[config.mk]
export PLATFORM = sky130hd
export DESIGN_NAME = mult_pool_alloc_flat
export DESIGN_NICKNAME = d
export VERILOG_FILES = /design/src/rtl/conv_pkg.sv /design/src/rtl/mult_pool_alloc_if.sv /design/src/rtl/mult_prio_enc.sv /design/src/rtl/mult_pool_alloc.sv /design/src/flat_wrapper.sv
export SDC_FILE = /design/constraint.sdc
export NUM_CORES = 1
export LEC_CHECK = 0
export ABC_AREA = 1
export BUFFER_PORTS_ARGS = -buffer_cell sky130_fd_sc_hd__buf_2
export CAP_MARGIN = 20
export CORE_MARGIN = 2
export CORE_UTILIZATION = 40
export CTS_CLUSTER_DIAMETER = 100
export DETAILED_ROUTE_END_ITERATION = 10
export RECOVER_POWER = 100
export SLEW_MARGIN = 20
export SYNTH_ARGS = -nofsm -noshare
export SYNTH_HDL_FRONTEND = slang
export SYNTH_SLANG_ARGS = --single-unit
[constraint.sdc]
create_clock -name clk -period 6.4 [get_ports clk]
set_clock_uncertainty 0.2 [all_clocks]
set_input_delay 1.6 -clock clk [delete_from_list [all_inputs] [get_ports clk]]
set_output_delay 1.6 -clock clk [all_outputs]
set_load 0.01 [all_outputs]
[src/rtl/conv_pkg.sv]
// Shared widths and state encoding for the convolution controller and the
// multiplier pool allocator.
package conv_pkg;

    localparam int NMULT = 64;
    localparam int MMULT = 6;

    typedef enum logic [1:0] {
        IDLE  = 2'd0,
        CHECK = 2'd1,
        GRANT = 2'd2,
        DENY  = 2'd3
    } alloc_state_e;

endpackage : conv_pkg

[src/rtl/mult_pool_alloc_if.sv]
// Request / grant / release bundle between the convolution controller (master)
// and the multiplier pool allocator (slave).
interface mult_pool_alloc_if #(
    parameter int NMULT = conv_pkg::NMULT,
    parameter int MMULT = conv_pkg::MMULT
);

    logic             req_valid;
    logic [MMULT:0]   req_count;
    logic             req_ready;
    logic             grant_valid;
    logic             grant_ready;
    logic [MMULT-1:0] grant_idx;
    logic             grant_last;
    logic             deny;
    logic             rel_valid;
    logic [MMULT-1:0] rel_idx;
    logic             rel_err;
    logic [NMULT-1:0] mult_loc;
    logic [MMULT:0]   free_cnt;

    modport master (
        output req_valid, req_count, grant_ready, rel_valid, rel_idx,
        input  req_ready, grant_valid, grant_idx, grant_last, deny,
               rel_err, mult_loc, free_cnt
    );

    modport slave (
        input  req_valid, req_count, grant_ready, rel_valid, rel_idx,
        output req_ready, grant_valid, grant_idx, grant_last, deny,
               rel_err, mult_loc, free_cnt
    );

endinterface : mult_pool_alloc_if

[src/rtl/mult_prio_enc.sv]
// Lowest-index zero-bit search over the occupancy bitmap.
module mult_prio_enc #(
    parameter int NMULT = conv_pkg::NMULT,
    parameter int MMULT = conv_pkg::MMULT
) (
    input  logic [NMULT-1:0] bitmap,
    output logic [MMULT-1:0] idx,
    output logic             found
);

    // NOTE: every output gets a default before the loop so no path leaves it
    // unassigned; otherwise synthesis infers a latch.
    always_comb begin
        idx   = '0;
        found = 1'b0;
        // Scanning downward lets the lowest free index be the last one written.
        for (int i = NMULT - 1; i >= 0; i--) begin
            if (!bitmap[i]) begin
                idx   = MMULT'(i);
                found = 1'b1;
            end
        end
    end

endmodule : mult_prio_enc

[src/rtl/mult_pool_alloc.sv]
// Multiplier pool allocator: grants one free multiplier per handshake for a
// counted request, and accepts releases in any state.
module mult_pool_alloc #(
    parameter int NMULT = conv_pkg::NMULT,
    parameter int MMULT = conv_pkg::MMULT
) (
    input  logic             clk,
    input  logic             rstn,
    mult_pool_alloc_if.slave bus
);

    import conv_pkg::*;

    alloc_state_e     state_q, state_d;
    logic [MMULT:0]   rem_q, rem_d;
    logic [NMULT-1:0] mult_loc_q, mult_loc_d;
    logic [MMULT:0]   free_cnt_q, free_cnt_d;
    logic             rel_err_q, rel_err_d;

    logic [MMULT-1:0] enc_idx;
    logic             enc_found;
    logic             req_fire;
    logic             grant_fire;
    logic             rel_in_range;
    logic             rel_hit;

    mult_prio_enc #(
        .NMULT (NMULT),
        .MMULT (MMULT)
    ) u_prio_enc (
        .bitmap (mult_loc_q),
        .idx    (enc_idx),
        .found  (enc_found)
    );

    assign req_fire     = (state_q == IDLE) && bus.req_valid;
    assign grant_fire   = (state_q == GRANT) && enc_found && bus.grant_ready;
    assign rel_in_range = (int'(bus.rel_idx) < NMULT);
    assign rel_hit      = bus.rel_valid && rel_in_range && mult_loc_q[bus.rel_idx];

    // NOTE: sequential state uses non-blocking assignments so every flop
    // samples pre-edge values, independent of statement order.
    always_ff @(posedge clk or negedge rstn) begin
        if (!rstn) begin
            state_q    <= IDLE;
            rem_q      <= '0;
            mult_loc_q <= '0;
            free_cnt_q <= (MMULT + 1)'(NMULT);
            rel_err_q  <= 1'b0;
        end else begin
            state_q    <= state_d;
            rem_q      <= rem_d;
            mult_loc_q <= mult_loc_d;
            free_cnt_q <= free_cnt_d;
            rel_err_q  <= rel_err_d;
        end
    end

    always_comb begin
        state_d = state_q;
        unique case (state_q)
            IDLE:  if (bus.req_valid) state_d = CHECK;
            CHECK: state_d = (rem_q != '0 && rem_q <= free_cnt_q) ? GRANT : DENY;
            GRANT: if (grant_fire && rem_q == (MMULT + 1)'(1)) state_d = IDLE;
            DENY:  state_d = IDLE;
            default: state_d = IDLE;
        endcase
    end

    // Grant and release both act on the pre-edge bitmap; the granted bit is
    // free so it can never collide with a valid release.
    always_comb begin
        rem_d      = rem_q;
        mult_loc_d = mult_loc_q;
        free_cnt_d = free_cnt_q + (MMULT + 1)'(rel_hit) - (MMULT + 1)'(grant_fire);
        rel_err_d  = bus.rel_valid && !rel_hit;
        if (req_fire) begin
            rem_d = bus.req_count;
        end else if (grant_fire) begin
            rem_d = rem_q - (MMULT + 1)'(1);
        end
        if (grant_fire) begin
            mult_loc_d[enc_idx] = 1'b1;
        end
        if (rel_hit) begin
            mult_loc_d[bus.rel_idx] = 1'b0;
        end
    end

    always_comb begin
        bus.req_ready   = (state_q == IDLE);
        bus.grant_valid = (state_q == GRANT) && enc_found;
        bus.grant_last  = (state_q == GRANT) && (rem_q == (MMULT + 1)'(1));
        bus.grant_idx   = enc_idx;
        bus.deny        = (state_q == DENY);
        bus.rel_err     = rel_err_q;
        bus.mult_loc    = mult_loc_q;
        bus.free_cnt    = free_cnt_q;
    end

endmodule : mult_pool_alloc

[src/flat_wrapper.sv]
// flat-port wrapper written by rule: the top's interface ports become plain ports
module mult_pool_alloc_flat import conv_pkg::*;
#(
    parameter int NMULT = conv_pkg::NMULT,
    parameter int MMULT = conv_pkg::MMULT
)
  (clk, rstn, bus_req_valid, bus_req_count, bus_grant_ready, bus_rel_valid, bus_rel_idx, bus_req_ready, bus_grant_valid, bus_grant_idx, bus_grant_last, bus_deny, bus_rel_err, bus_mult_loc, bus_free_cnt);
  mult_pool_alloc_if #(.NMULT(NMULT), .MMULT(MMULT)) bus_i ();
  input  logic clk;
  input  logic rstn;
  input wire logic [$bits(bus_i.req_valid)-1:0] bus_req_valid;
  input wire logic [$bits(bus_i.req_count)-1:0] bus_req_count;
  input wire logic [$bits(bus_i.grant_ready)-1:0] bus_grant_ready;
  input wire logic [$bits(bus_i.rel_valid)-1:0] bus_rel_valid;
  input wire logic [$bits(bus_i.rel_idx)-1:0] bus_rel_idx;
  output wire logic [$bits(bus_i.req_ready)-1:0] bus_req_ready;
  output wire logic [$bits(bus_i.grant_valid)-1:0] bus_grant_valid;
  output wire logic [$bits(bus_i.grant_idx)-1:0] bus_grant_idx;
  output wire logic [$bits(bus_i.grant_last)-1:0] bus_grant_last;
  output wire logic [$bits(bus_i.deny)-1:0] bus_deny;
  output wire logic [$bits(bus_i.rel_err)-1:0] bus_rel_err;
  output wire logic [$bits(bus_i.mult_loc)-1:0] bus_mult_loc;
  output wire logic [$bits(bus_i.free_cnt)-1:0] bus_free_cnt;
  assign bus_i.req_valid = bus_req_valid;
  assign bus_i.req_count = bus_req_count;
  assign bus_i.grant_ready = bus_grant_ready;
  assign bus_i.rel_valid = bus_rel_valid;
  assign bus_i.rel_idx = bus_rel_idx;
  assign bus_req_ready = bus_i.req_ready;
  assign bus_grant_valid = bus_i.grant_valid;
  assign bus_grant_idx = bus_i.grant_idx;
  assign bus_grant_last = bus_i.grant_last;
  assign bus_deny = bus_i.deny;
  assign bus_rel_err = bus_i.rel_err;
  assign bus_mult_loc = bus_i.mult_loc;
  assign bus_free_cnt = bus_i.free_cnt;
  mult_pool_alloc #(.NMULT(NMULT), .MMULT(MMULT)) u_core (.clk(clk), .rstn(rstn), .bus(bus_i));
endmodule
== Word level (Yosys, flattened, before mapping) ==
Index checks and enable logic that the tools add are counted.
Operators by class
  reduce and logical (&&, ||, !) cells: 15
  magnitude comparators: 5
  add/sub/neg operators: 3
  multiplexer cells: 142
  bitwise gates (word level): 3
  equality and inequality tests: 6
Operator list (number)
  $mux W6: 64
  $mux W64: 2
  $mux W1: 68
  $and A64 B64 Y64: 1
  $not A64 Y64: 1
  $or A64 B64 Y64: 1
  $lt A6 B7 Y1 const B: 2
  $mux W7: 2
  $demux W1 S6: 2
  $ge A6 B1 Y1 const B: 2
  $logic_and A1 B1 Y1: 10
  $pmux W2 S4: 1
  $add A7 B1 Y7: 1
  $eq A7 B1 Y1 const B: 1
  $le A7 B7 Y1: 1
  $reduce_bool A7 Y1: 1
  $sub A7 B1 Y7: 1
  $sub A7 B1 Y7 const B: 1
  $bmux W1 S6: 1
  $eq A2 B2 Y1 const B: 2
  $mux W2: 2
  $ne A2 B2 Y1 const B: 2
  $eq A2 B1 Y1 const B: 1
  $logic_not A2 Y1: 1
  other kinds (3): 3
Storage, ports and cells
  output and inout bits: 82
  bits of input ports: 18
  logic and storage cells: 179
  bits in registers: 81

== Depth between registers and ports, before layout ==
Gate-level depths: netlist of run 1.
  depth in word-level cells: 72
  gate-level depth with buffers: 65

== Hierarchy ==
A second synthesis of run 1 with hierarchy kept.
Second synthesis, totals
  cells, all modules: 1016
  area, all modules: 6476.2 um^2
Modules (own cells, without submodules)
  mult_pool_alloc: cells each 851, seq. area each 2028.2 um^2, instances 1, area each 5778.0 um^2
  mult_prio_enc: cells each 165, seq. area each 0.0 um^2, instances 1, area each 698.2 um^2

== Worst setup path before layout of run 1 ==
No wires, ideal clock.
  path type: flip-flop to output port
  start: register u_core.mult_loc_q[63] (netlist: u_core.bus.mult_loc[63])
  end: output bus_grant_idx[0]
  arrival time: 3.699 ns
  buffers on the path: 1
  stages on the path, launching flop included: 65
  path slack: 0.901 ns
  cell sequence: dfrtp_1 -> inv_2 -> nand2_1 -> nand2_1 -> nand2_1 -> nand2_1 -> nand2_1 -> nand2_1 -> nand2_1 -> nand2_1 -> nand2_1 -> nand2_1 -> nand2_1 -> nand2_1 -> nand2_1 -> nand2_1 -> nand2_1 -> nand2_1 -> [... 29 more ...] -> nand2_1 -> nand2_1 -> nand2_1 -> nand2_1 -> nand2_1 -> nand2_1 -> nand2_1 -> nand2_1 -> nand2_1 -> nand2_1 -> nand2_1 -> nand2_1 -> nand2_1 -> nand2_2 -> nand2_4 -> nand2_4 -> clkbuf_8 -> inv_1
Between the ends
  longest elaborated chain between the ends: 64
Ends and longest elaborated chain
  from (decl): RTL line mult_pool_alloc.sv:16  | logic [NMULT-1:0] mult_loc_q, mult_loc_d;
  from (signal assigned): RTL line mult_pool_alloc.sv:53  | mult_loc_q <= mult_loc_d;
  $mux W6 (64 in series): RTL line mult_prio_enc.sv:18  | if (!bitmap[i]) begin
  to (decl): RTL line flat_wrapper.sv:18  | output wire logic [$bits(bus_i.grant_idx)-1:0] bus_grant_idx;
Every way passes these cells.

== Worst setup path in the final report of run 1 ==
Same ends and word-level chain as after synthesis.

==> impl_metrics.yaml, run 1 <==
run_status:
  outcome: "complete, but fails checks"
  failed_checks: "max-capacitance violations, max-slew violations"
setup_path:
  required_ps: 4600
  cp_slowest_stage_delay_ps: 410
  crit_top_cell: "nand2_1"
  criticalPathCategory: "reg -> out"
  cpMaxStageDelayCell: "dfrtp_1"
  critical_path_arrival_ps: 4320
  reg2reg_from: "u_core.bus.mult_loc[63]$_DFF_PN0_"
  end_kind: "output port"
  start_kind: "flip-flop"
  ff2ff_path_depth: 66
  r2r_slack_ps: 1210
  path_max_fanout: 5
  r2r-end: "u_core.bus.mult_loc[10]$_DFF_PN0_"
route:
  drtIter0Drc: 792
  ant_nets: 0
  drc: 0
  vias: 6184
  drt-total-wl_um: 20900
  firstDrtPassIters: 6
  via_per_inst: 5.46
  avgRoutedWirePerCell_um: 18.5
global_routing:
  grt_usage: 0.286
  grt_first_pass_wirelength_um: 31300
  antenna_found_initial: 0
  grt_pass1_vias: 5369
  grt_max_degree: 82
  overflow: 0
timing:
  fin_crit_ps: 6120
  slew_violations: 82
  worstMarginPinSlew_ps: 3940
  finalSetupTns_ps: 0
  fmax_mhz: 163
  slew_headroom: -1.63
  rsz0062_at_grt: "yes"
  period_share: 0.956
  setup_viol: 0
  hold_viol: 0
power:
  p_leak_nw: 3.39
  pwr-share-seq: 0.271
  net-switching-power_w: 0.00151
  p_sw_frac: 0.486
  pwr-share-comb: 0.559
  power.share.clock: 0.170
  p_per_area_nw_per_um2: 461
  power.internal_w: 0.00159
  peakVddDrop_uv: 216
floorplan:
  initial_utilization: 0.414
  ios: 100
  die_h_um: 122
  die_w_um: 122
  rows: 42
  core_area_um2: 13300
  die_area_um2: 14800
cts:
  clock-sinks: 81
  cts.path.max_buffers: 2
  numCtsBuffers: 9
  cts_tree: "yes"
  cts_root_buffer: "clkbuf_16"
  hold_buffers: 0
  path_clk_slew_ps: 60
  clkLatencyLatePin_ps: 360
  h-tree-depth: 3
yosys:
  syn-num-nets: 859
  syn_area_um2: 5530
  netlist_instances: 823
  yosysWarnings: 0
  synth_cell_types: 42
  syn_area_per_cell_um2: 6.72
  ys_ff_latch: 81
  ys_seq_area_frac: 0.367
final_layout:
  fill_cells: 1418
  drive_gt1_frac: 0.150
  layout-area-overhead-vs-synth_pct: 21.5
  stdcell_count: 1133
  mostFrequentLayoutCell: "nand2_1"
  layout_common_cells: "nand2_1, nor2_1, inv_1"
  fin_nets: 988
  antennaDiodeCount: 0
hold_path:
  hold_start: "u_core.bus.mult_loc[63]$_DFF_PN0_"
  hold_class: "reg -> reg"
  whs_endpoint: "u_core.bus.mult_loc[63]$_DFF_PN0_"
  whs_path_depth: 2
placed_design:
  io_buffers: 99
  routabilityCongestion: 0.962
  post-dp-hpwl_um: 15300
  place_inst: 1103
flow_run:
  maxCapViolations: 1
-- what timing repair did --
action,4_1_cts,5_1_grt
hold endpoints to repair,0,0
resized for setup,0,4
setup endpoints to repair,0,1
buffers inserted,0,13
-- power groups by stage --
| stage | combinational (W) | sequential, W | clock (W) |
|---|---|---|---|
| global placement | 0.00154 | 0.000845 | 0 |
| floorplan | 0.000984 | 0.000844 | 0 |
| global route | 0.00191 | 0.000863 | 0.000557 |
| CTS | 0.00154 | 0.000835 | 0.000531 |
| finish | 0.00173 | 0.000841 | 0.000527 |
| detailed placement | 0.00153 | 0.000844 | 0 |
-- metal layers --
layer / wire length (µm) / GRT usage
met5: 0 / 0
met3: 1610 / 0.0459
met1: 9630 / 0.426
met2: 9230 / 0.425
met4: 446 / 0.0905
-- kinds of logic (layout without fill, tap and decap cells) --
family,count (synthesis),after routing,share of synthesized area
AOI/OAI and AO/OA,137,137,0.149
DFF,81,81,0.367
buffers and inverters,149,282,0.105
adders and majority gates,18,18,0.0421
xor gates and xnor gates,7,7,0.0111
and+or+nand+nor,431,432,0.326
-- cells in the mapped netlist, drive strengths merged --
| cell | instances | area share |
|---|---|---|
| nand2 | 183 | 0.13 |
| nor2 | 159 | 0.11 |
| inv | 135 | 0.092 |
| dfrtp | 80 | 0.36 |
| a21oi | 65 | 0.061 |
| nor3 | 29 | 0.026 |
| nand4 | 24 | 0.027 |
| nand3 | 21 | 0.019 |
| o21ai | 18 | 0.016 |
| o22ai | 18 | 0.020 |
| ha | 17 | 0.038 |
| nor4 | 12 | 0.014 |
| clkbuf | 10 | 0.0086 |
| a31oi | 9 | 0.010 |
| a221oi | 5 | 0.0079 |
| a22oi | 5 | 0.0068 |
| xor2 | 5 | 0.0079 |
| o2111ai | 4 | 0.0063 |
| o41ai | 4 | 0.0063 |
| a211oi | 2 | 0.0027 |
| buf | 2 | 0.0029 |
| clkinv | 2 | 0.0014 |
| xnor2 | 2 | 0.0032 |
| a2111oi | 1 | 0.0016 |
| a22o | 1 | 0.0016 |
| and3 | 1 | 0.0011 |
| dfstp | 1 | 0.0048 |
| fa | 1 | 0.0036 |
| nor3b | 1 | 0.0014 |
| o211ai | 1 | 0.0014 |
| o221a | 1 | 0.0020 |
| o221ai | 1 | 0.0016 |
| o311ai | 1 | 0.0016 |
| o32ai | 1 | 0.0016 |
| or4 | 1 | 0.0014 |
-- state kept, by name, summed over array words and instances, names as in the netlist --
| signal | count |
|---|---|
| u_core.rem_q | 7 |
| u_core.bus.free_cnt | 7 |
| u_core.state_q | 2 |
| u_core.bus.rel_err | 1 |
| u_core.bus.mult_loc | 64 |
-- cell type report --
cell class / instances / area [µm²] / area share
Clock buffer: 13 / 250 / 0.0372
Clock inverter: 3 / 40.0 / 0.00596
Inverter: 137 / 514 / 0.0765
Multi-Input combinational cell: 594 / 2950 / 0.438
Sequential cell: 81 / 2030 / 0.302
Tap cell: 176 / 220 / 0.0328
Timing Repair Buffer: 129 / 722 / 0.107
-- how the worst max path moves through the flow --
stage / from / end / slack, ps / cells after the start
2_1_floorplan: u_core.bus.mult_loc[63]$_DFF_PN0_ / bus_grant_idx[0] / 900 / 64
3_3_place_gp: u_core.bus.mult_loc[63]$_DFF_PN0_ / bus_grant_idx[0] / 600 / 64
5_1_grt: u_core.bus.mult_loc[63]$_DFF_PN0_ / bus_grant_idx[0] / -280 / 64
3_5_place_dp: u_core.bus.mult_loc[63]$_DFF_PN0_ / bus_grant_idx[0] / 600 / 64
4_1_cts: u_core.bus.mult_loc[63]$_DFF_PN0_ / bus_grant_idx[0] / 190 / 64
6_report: u_core.bus.mult_loc[63]$_DFF_PN0_ / bus_grant_idx[0] / 280 / 64
-- through the flow --
stage	utilization	total power [W]	cell area, µm²	hold WS, ps	setup WS (ps)
6_report	0.504	0.00310	6720	385	279
5_1_grt	0.504	0.00333	6720	400	-278
4_1_cts	0.495	0.00291	6600	369	185
3_5_place_dp	0.473	0.00237	6310	359	596
3_3_place_gp	0.473	0.00238	6310	358	600
2_1_floorplan	-	0.00183	5530	313	901
-- critical path: cells and delay by family, from the launching register on --
kind | cells | cell delay [ps]
buffers and inverters | 3 | 250
and+or+nand+nor | 61 | 3320
DFF | 1 | 410
(Power assumes the default switching activity.)
==> run 2: changes to the inputs <==
--- a/config.mk
+++ b/config.mk
@@ -8,6 +8,7 @@
 export ABC_AREA = 1
 export BUFFER_PORTS_ARGS = -buffer_cell sky130_fd_sc_hd__buf_2
 export CAP_MARGIN = 20
+export CORE_ASPECT_RATIO = 1.5
 export CORE_MARGIN = 2
 export CORE_UTILIZATION = 40
 export CTS_CLUSTER_DIAMETER = 100
==> run 2 against run 1 <==
  * The run still ends with max-capacitance violations, max-slew violations left
  * Flip-flop and latch count did not move
  * Fmax rose by 0.82%
  * Combinational power fell by 3%
  * Setup slack improved by 50 ps
  * Clock power rose by 14%
  * Critical path type unchanged
  * Power rose by 0.45%
  * Sequential share of layout area rose by 0.062 points
  * Wire length fell by 0.45%
  * Register-to-register slack improved by 40 ps
==> impl_metrics.yaml, run 2 (synthesis gave the netlist of run 1 again) <==
run_status:
  outcome: "complete, but fails checks"
  failed_checks: "max-capacitance violations, max-slew violations"
route:
  firstDrtPassIters: 5
  drtIter0Drc: 466
  via_per_inst: 5.56
  drt-total-wl_um: 20800
  ant_nets: 0
  vias: 6192
  drc: 0
  avgRoutedWirePerCell_um: 18.7
global_routing:
  antenna_found_initial: 0
  grt_usage: 0.282
  grt_pass1_vias: 5932
  grt_max_degree: 48
  grt_first_pass_wirelength_um: 31800
  overflow: 0
final_layout:
  antennaDiodeCount: 0
  drive_gt1_frac: 0.146
  layout-area-overhead-vs-synth_pct: 21.3
  mostFrequentLayoutCell: "nand2_1"
  layout_common_cells: "nand2_1, nor2_1, inv_1"
  largest_register_ffs: 64
  fin_nets: 983
  final_area_um2: 6710
placed_design:
  dpl_cell_area_um2: 6290
  post-dp-hpwl_um: 15900
  routabilityCongestion: 0.972
  io_buffers: 99
setup_path:
  crit_top_cell: "nand2_1"
  path_max_fanout: 4
  reg2reg_from: "u_core.bus.mult_loc[62]$_DFF_PN0_"
  start_kind: "flip-flop"
  required_ps: 4600
  cp_slowest_stage_delay_ps: 400
  criticalPathCategory: "reg -> out"
  critical_path_arrival_ps: 4270
  ff2ff_path_depth: 65
  r2r-end: "u_core.bus.mult_loc[12]$_DFF_PN0_"
  end_kind: "output port"
  cpMaxStageDelayCell: "dfrtp_1"
  r2r_slack_ps: 1250
timing:
  period_share: 0.949
  setup_viol: 0
  slew_violations: 84
  fin_crit_ps: 6070
  rsz0062_at_grt: "yes"
  slew_headroom: -0.773
  worstMarginPinSlew_ps: 2660
  hold_viol: 0
  fmax_mhz: 165
cts:
  path_clk_slew_ps: 60
  cts.path.max_buffers: 2
  cts_tree: "yes"
  cts_root_buffer: "clkbuf_16"
  numCtsBuffers: 9
  clkLatencyLatePin_ps: 350
  hold_buffers: 0
  clock-sinks: 81
  h-tree-depth: 3
power:
  pwr-share-comb: 0.535
  p_leak_nw: 3.38
  power.share.clock: 0.194
  peakVddDrop_uv: 214
  p_per_area_nw_per_um2: 464
  p_sw_frac: 0.476
  power.internal_w: 0.00163
  pwr-share-seq: 0.271
  net-switching-power_w: 0.00148
  p_total_w: 0.00311
hold_path:
  hold_start: "u_core.bus.mult_loc[63]$_DFF_PN0_"
  hold_class: "reg -> reg"
  whs_path_depth: 2
  whs_endpoint: "u_core.bus.mult_loc[63]$_DFF_PN0_"
flow_run:
  maxCapViolations: 2
floorplan:
  die_w_um: 100
  die_h_um: 148
  die_area_um2: 14800
  core_area_um2: 13500
  ios: 100
  initial_utilization: 0.409
  rows: 52
run 2: cell type report:
cell class,instances,area (µm²)
clock inverter,7,118
multi-input combinational,593,2940
sequential,81,2030
timing repair buffer,125,679
fill,1402,6830
inverter,137,517
clock buffer,9,225
tap,162,203
run 2: worst max path at each step:
stage	to	depth (start not counted)	slack, ps	start
floorplan	bus_grant_idx[0]	64	900	u_core.bus.mult_loc[63]$_DFF_PN0_
global placement	bus_grant_idx[0]	64	580	u_core.bus.mult_loc[63]$_DFF_PN0_
detailed placement	bus_grant_idx[0]	64	570	u_core.bus.mult_loc[63]$_DFF_PN0_
CTS	bus_grant_idx[0]	64	170	u_core.bus.mult_loc[63]$_DFF_PN0_
global route	bus_grant_idx[0]	64	-340	u_core.bus.mult_loc[63]$_DFF_PN0_
finish	bus_grant_idx[0]	64	330	u_core.bus.mult_loc[63]$_DFF_PN0_
run 2: metal layers:
metal	GRT usage	vias to the layer above	routed length, µm
li1	-	2959	-
met1	0.334	2872	7980
met2	0.479	280	10300
met3	0.0492	81	1340
met4	0.158	0	1220
met5	0	-	0
run 2: what timing repair did:
action,CTS,global route
buffers inserted,0,10
resized for setup,0,6
setup endpoints to repair,0,1
run 2: metrics by stage:
stage | setup WS, ps | std cells | util | TNS, ps | hold WS [ps]
floorplan | 901 | 823 | - | 0 | 313
detailed placement | 574 | 1088 | 0.465 | 0 | 357
finish | 329 | 1114 | 0.496 | 0 | 370
CTS | 169 | 1104 | 0.490 | 0 | 366
global route | -336 | 1114 | 0.496 | -336 | 390
global placement | 583 | 1088 | 0.465 | 0 | 354
run 2: power groups by stage:
stage | clock network, W | registers, W | logic, W
floorplan | 0 | 0.000844 | 0.000984
global placement | 0 | 0.000850 | 0.00151
detailed placement | 0 | 0.000849 | 0.00152
CTS | 0.000613 | 0.000841 | 0.00152
global route | 0.000633 | 0.000862 | 0.00185
finish | 0.000603 | 0.000844 | 0.00167
run 2: worst max-delay path, delay by kind of cell (launching register included):
family / cells / cell delay, ps
simple gates: 61 / 3270
buf+inv: 3 / 230
flops: 1 / 400
==> run 3: changes to the inputs <==
--- a/config.mk
+++ b/config.mk
@@ -17,4 +17,5 @@
 export SLEW_MARGIN = 20
 export SYNTH_ARGS = -nofsm -noshare
 export SYNTH_HDL_FRONTEND = slang
+export SYNTH_HIERARCHICAL = 1
 export SYNTH_SLANG_ARGS = --single-unit
==> constraint.sdc (replaced) <==
create_clock -name clk -period 6.5 [get_ports clk]
set_clock_uncertainty 0.2 [all_clocks]
set_input_delay 1.625 -clock clk [delete_from_list [all_inputs] [get_ports clk]]
set_output_delay 1.625 -clock clk [all_outputs]
set_load 0.01 [all_outputs]
==> run 3 against run 2 <==
  * The run still ends with max-capacitance violations, max-slew violations left
  * Cell area rose by 9.3%
  * Worst hold slack improved by 8.5 ps
  * Wire length rose by 13%
  * Global-route usage fell by 0.55 points
  * Flip-flop and latch count did not move
  * Critical path depth fell by 2
  * Power fell by 35%
  * Synthesized cell count rose by 23%
  * Setup slack got worse by 3.1 ps
==> impl_metrics.yaml, run 3 <==
run_status:
  outcome: "complete, but fails checks"
  failed_checks: "max-capacitance violations, max-slew violations"
cts:
  clkLatencyLatePin_ps: 350
  path_clk_slew_ps: 60
  cts.path.max_buffers: 2
  clock-sinks: 81
  numCtsBuffers: 9
  h-tree-depth: 3
  cts_root_buffer: "clkbuf_16"
  cts_tree: "yes"
  hold_buffers: 0
timing:
  slew_violations: 32
  setup_viol: 0
  hold_viol: 0
  whs_ps: 379
  rsz0062_at_grt: "yes"
  worstMarginPinSlew_ps: 1870
  fmax_mhz: 162
  slew_headroom: -0.249
  fin_crit_ps: 6170
  period_share: 0.950
  setup_slack_ps: 325
yosys:
  yosys-top-cells-area: "dfrtp_1, nand2_1, a21oi_1, inv_1, nand3_1"
  yosysMostFrequentCell: "nand2_1"
  ys_seq_area_frac: 0.313
  synth_cell_types: 39
  syn_area_um2: 6480
  syn_area_per_cell_um2: 6.37
  syn-num-nets: 1052
  yosysWarnings: 6
  ys.flop_type: "dfrtp_1"
  ys_ff_latch: 81
  netlist_instances: 1016
  yosysTopAreaCell: "dfrtp_1"
  ys_top_cells_by_count: "nand2_1, a21oi_1, inv_1, nand3_1, dfrtp_1"
  synth_edf_count: 0
  async_flop_share: 1.00
  synth.top_cell.area_share: 0.309
setup_path:
  required_ps: 4680
  crit_buf_inv: 2
  path_max_fanout: 4
  start_kind: "flip-flop"
  r2r_slack_ps: 820
  critical_path_arrival_ps: 4350
  cp_top_family: "simple AND/OR/NAND/NOR gates"
  cpMaxStageDelayCell: "dfrtp_2"
  criticalPathCategory: "reg -> out"
  cp_slowest_stage_delay_ps: 430
  path_depth: 62
  reg2reg_from: "u_core/bus.mult_loc[63]$_DFF_PN0_"
  end_kind: "output port"
  crit_top_cell: "nand2_1"
  ff2ff_path_depth: 68
  r2r-end: "u_core/bus.mult_loc[59]$_DFF_PN0_"
final_layout:
  mostFrequentLayoutCell: "nand2_1"
  layout-area-overhead-vs-synth_pct: 13.2
  antennaDiodeCount: 0
  drive_gt1_frac: 0.148
  fin_nets: 1137
  largest_register_ffs: 64
  layout_common_cells: "nand2_1, a21oi_1, inv_1"
power:
  power.internal_w: 0.00118
  power.share.clock: 0.254
  pwr-share-comb: 0.415
  pwr-share-seq: 0.330
  p_sw_frac: 0.420
  p_leak_nw: 4.28
  peakVddDrop_uv: 181
  net-switching-power_w: 0.000855
  p_per_area_nw_per_um2: 278
hold_path:
  hold_start: "u_core/bus.free_cnt[0]$_DFF_PN0_"
  whs_path_depth: 1
  whs_endpoint: "u_core/bus.free_cnt[0]$_DFF_PN0_"
  hold_class: "reg -> reg"
placed_design:
  routabilityCongestion: 0.971
  pre_cts_slack_ps: 639
  post-dp-hpwl_um: 16700
  io_buffers: 99
route:
  firstDrtPassIters: 6
  vias: 7149
  drt-total-wl_um: 23600
  avgRoutedWirePerCell_um: 18.0
  drc: 0
  via_per_inst: 5.45
  ant_nets: 0
  drtIter0Drc: 651
global_routing:
  grt_pass1_vias: 6572
  grt_usage: 0.277
  grt_max_degree: 66
  antenna_found_initial: 0
  grt_first_pass_wirelength_um: 36700
  overflow: 0
floorplan:
  rows: 57
  die_h_um: 160
  initial_utilization: 0.404
  core_area_um2: 16000
  ios: 100
  die_w_um: 108
  die_area_um2: 17200
flow_run:
  maxCapViolations: 1
-- run 3: changes by cell type after synthesis, moves of 19 or more --
cell / previous run / this run
a21oi_1: 64 / 137
nor3_1: 29 / 10
nand3_1: 21 / 91
nand2_1: 180 / 344
nor2_1: 158 / 63
nand2_2: 1 / 22
-- run 3: kinds of logic after synthesis --
group           Yosys count  share of synthesized area
fa+ha+maj                18                     0.0359
xor+xnor                  9                     0.0122
compound gates          182                      0.151
buf+inv                 167                      0.119
flops                    81                      0.313
simple gates            559                      0.369
-- run 3: worst max path at each step --
stage	end	slack [ps]	startpoint
final	bus_grant_idx[0]	330	u_core/bus.mult_loc[63]$_DFF_PN0_
after global routing	bus_grant_idx[0]	-210	u_core/bus.mult_loc[63]$_DFF_PN0_
after CTS	bus_grant_idx[0]	250	u_core/bus.mult_loc[63]$_DFF_PN0_
after detailed placement	bus_grant_idx[0]	640	u_core/bus.mult_loc[63]$_DFF_PN0_
after global placement	bus_grant_idx[0]	670	u_core/bus.mult_loc[63]$_DFF_PN0_
after floorplan	bus_grant_idx[0]	1120	u_core/bus.mult_loc[63]$_DFF_PN0_
-- run 3: worst reg2reg max path, delay by kind of cell (launching register included) --
family	cells	cell delay, ps
and+or+nand+nor	63	4240
AOI/OAI and AO/OA	3	550
DFF	1	430
buffers and inverters	2	220
-- run 3: power by group through the flow --
stage	logic [W]	registers (W)	clock network, W
after CTS	0.000821	0.000672	0.000530
after global routing	0.000942	0.000685	0.000546
after floorplan	0.000554	0.000677	0
after detailed placement	0.000817	0.000682	0
final	0.000845	0.000671	0.000518
after global placement	0.000808	0.000680	0
-- run 3: routing by layer --
| metal | up-vias | GRT usage | routed length, µm |
|---|---|---|---|
| met5 | - | 0 | 0 |
| met4 | 0 | 0.136 | 1110 |
| met3 | 63 | 0.0404 | 1720 |
| met2 | 323 | 0.471 | 11700 |
| met1 | 3324 | 0.336 | 9070 |
| li1 | 3439 | - | - |
-- run 3: timing repair --
action                                  4_1_cts  5_1_grt
resized for setup                             0        8
endpoints found under the setup margin        0        1
hold endpoints to repair                      0        0
buffers inserted                              0        3
-- run 3: per-stage QoR --
stage / TNS [ps] / power [W] / util / instance area [µm²] / std cells
after CTS: 0 / 0.00202 / 0.455 / 7300 / 1309
final: 0 / 0.00203 / 0.457 / 7330 / 1312
after floorplan: 0 / 0.00123 / - / 6480 / 1016
after global routing: -214 / 0.00217 / 0.457 / 7330 / 1312
after global placement: 0 / 0.00149 / 0.437 / 7010 / 1293
after detailed placement: 0 / 0.00150 / 0.437 / 7010 / 1293
-- run 3: area by class of cell --
type	instances	area, µm²
Clock buffer	11	243
Clock inverter	5	55.1
Fill cell	1757	8720
Inverter	133	499
Multi-Input combinational cell	768	3690
Sequential cell	81	2030
Tap cell	206	258
Timing Repair Buffer	108	558
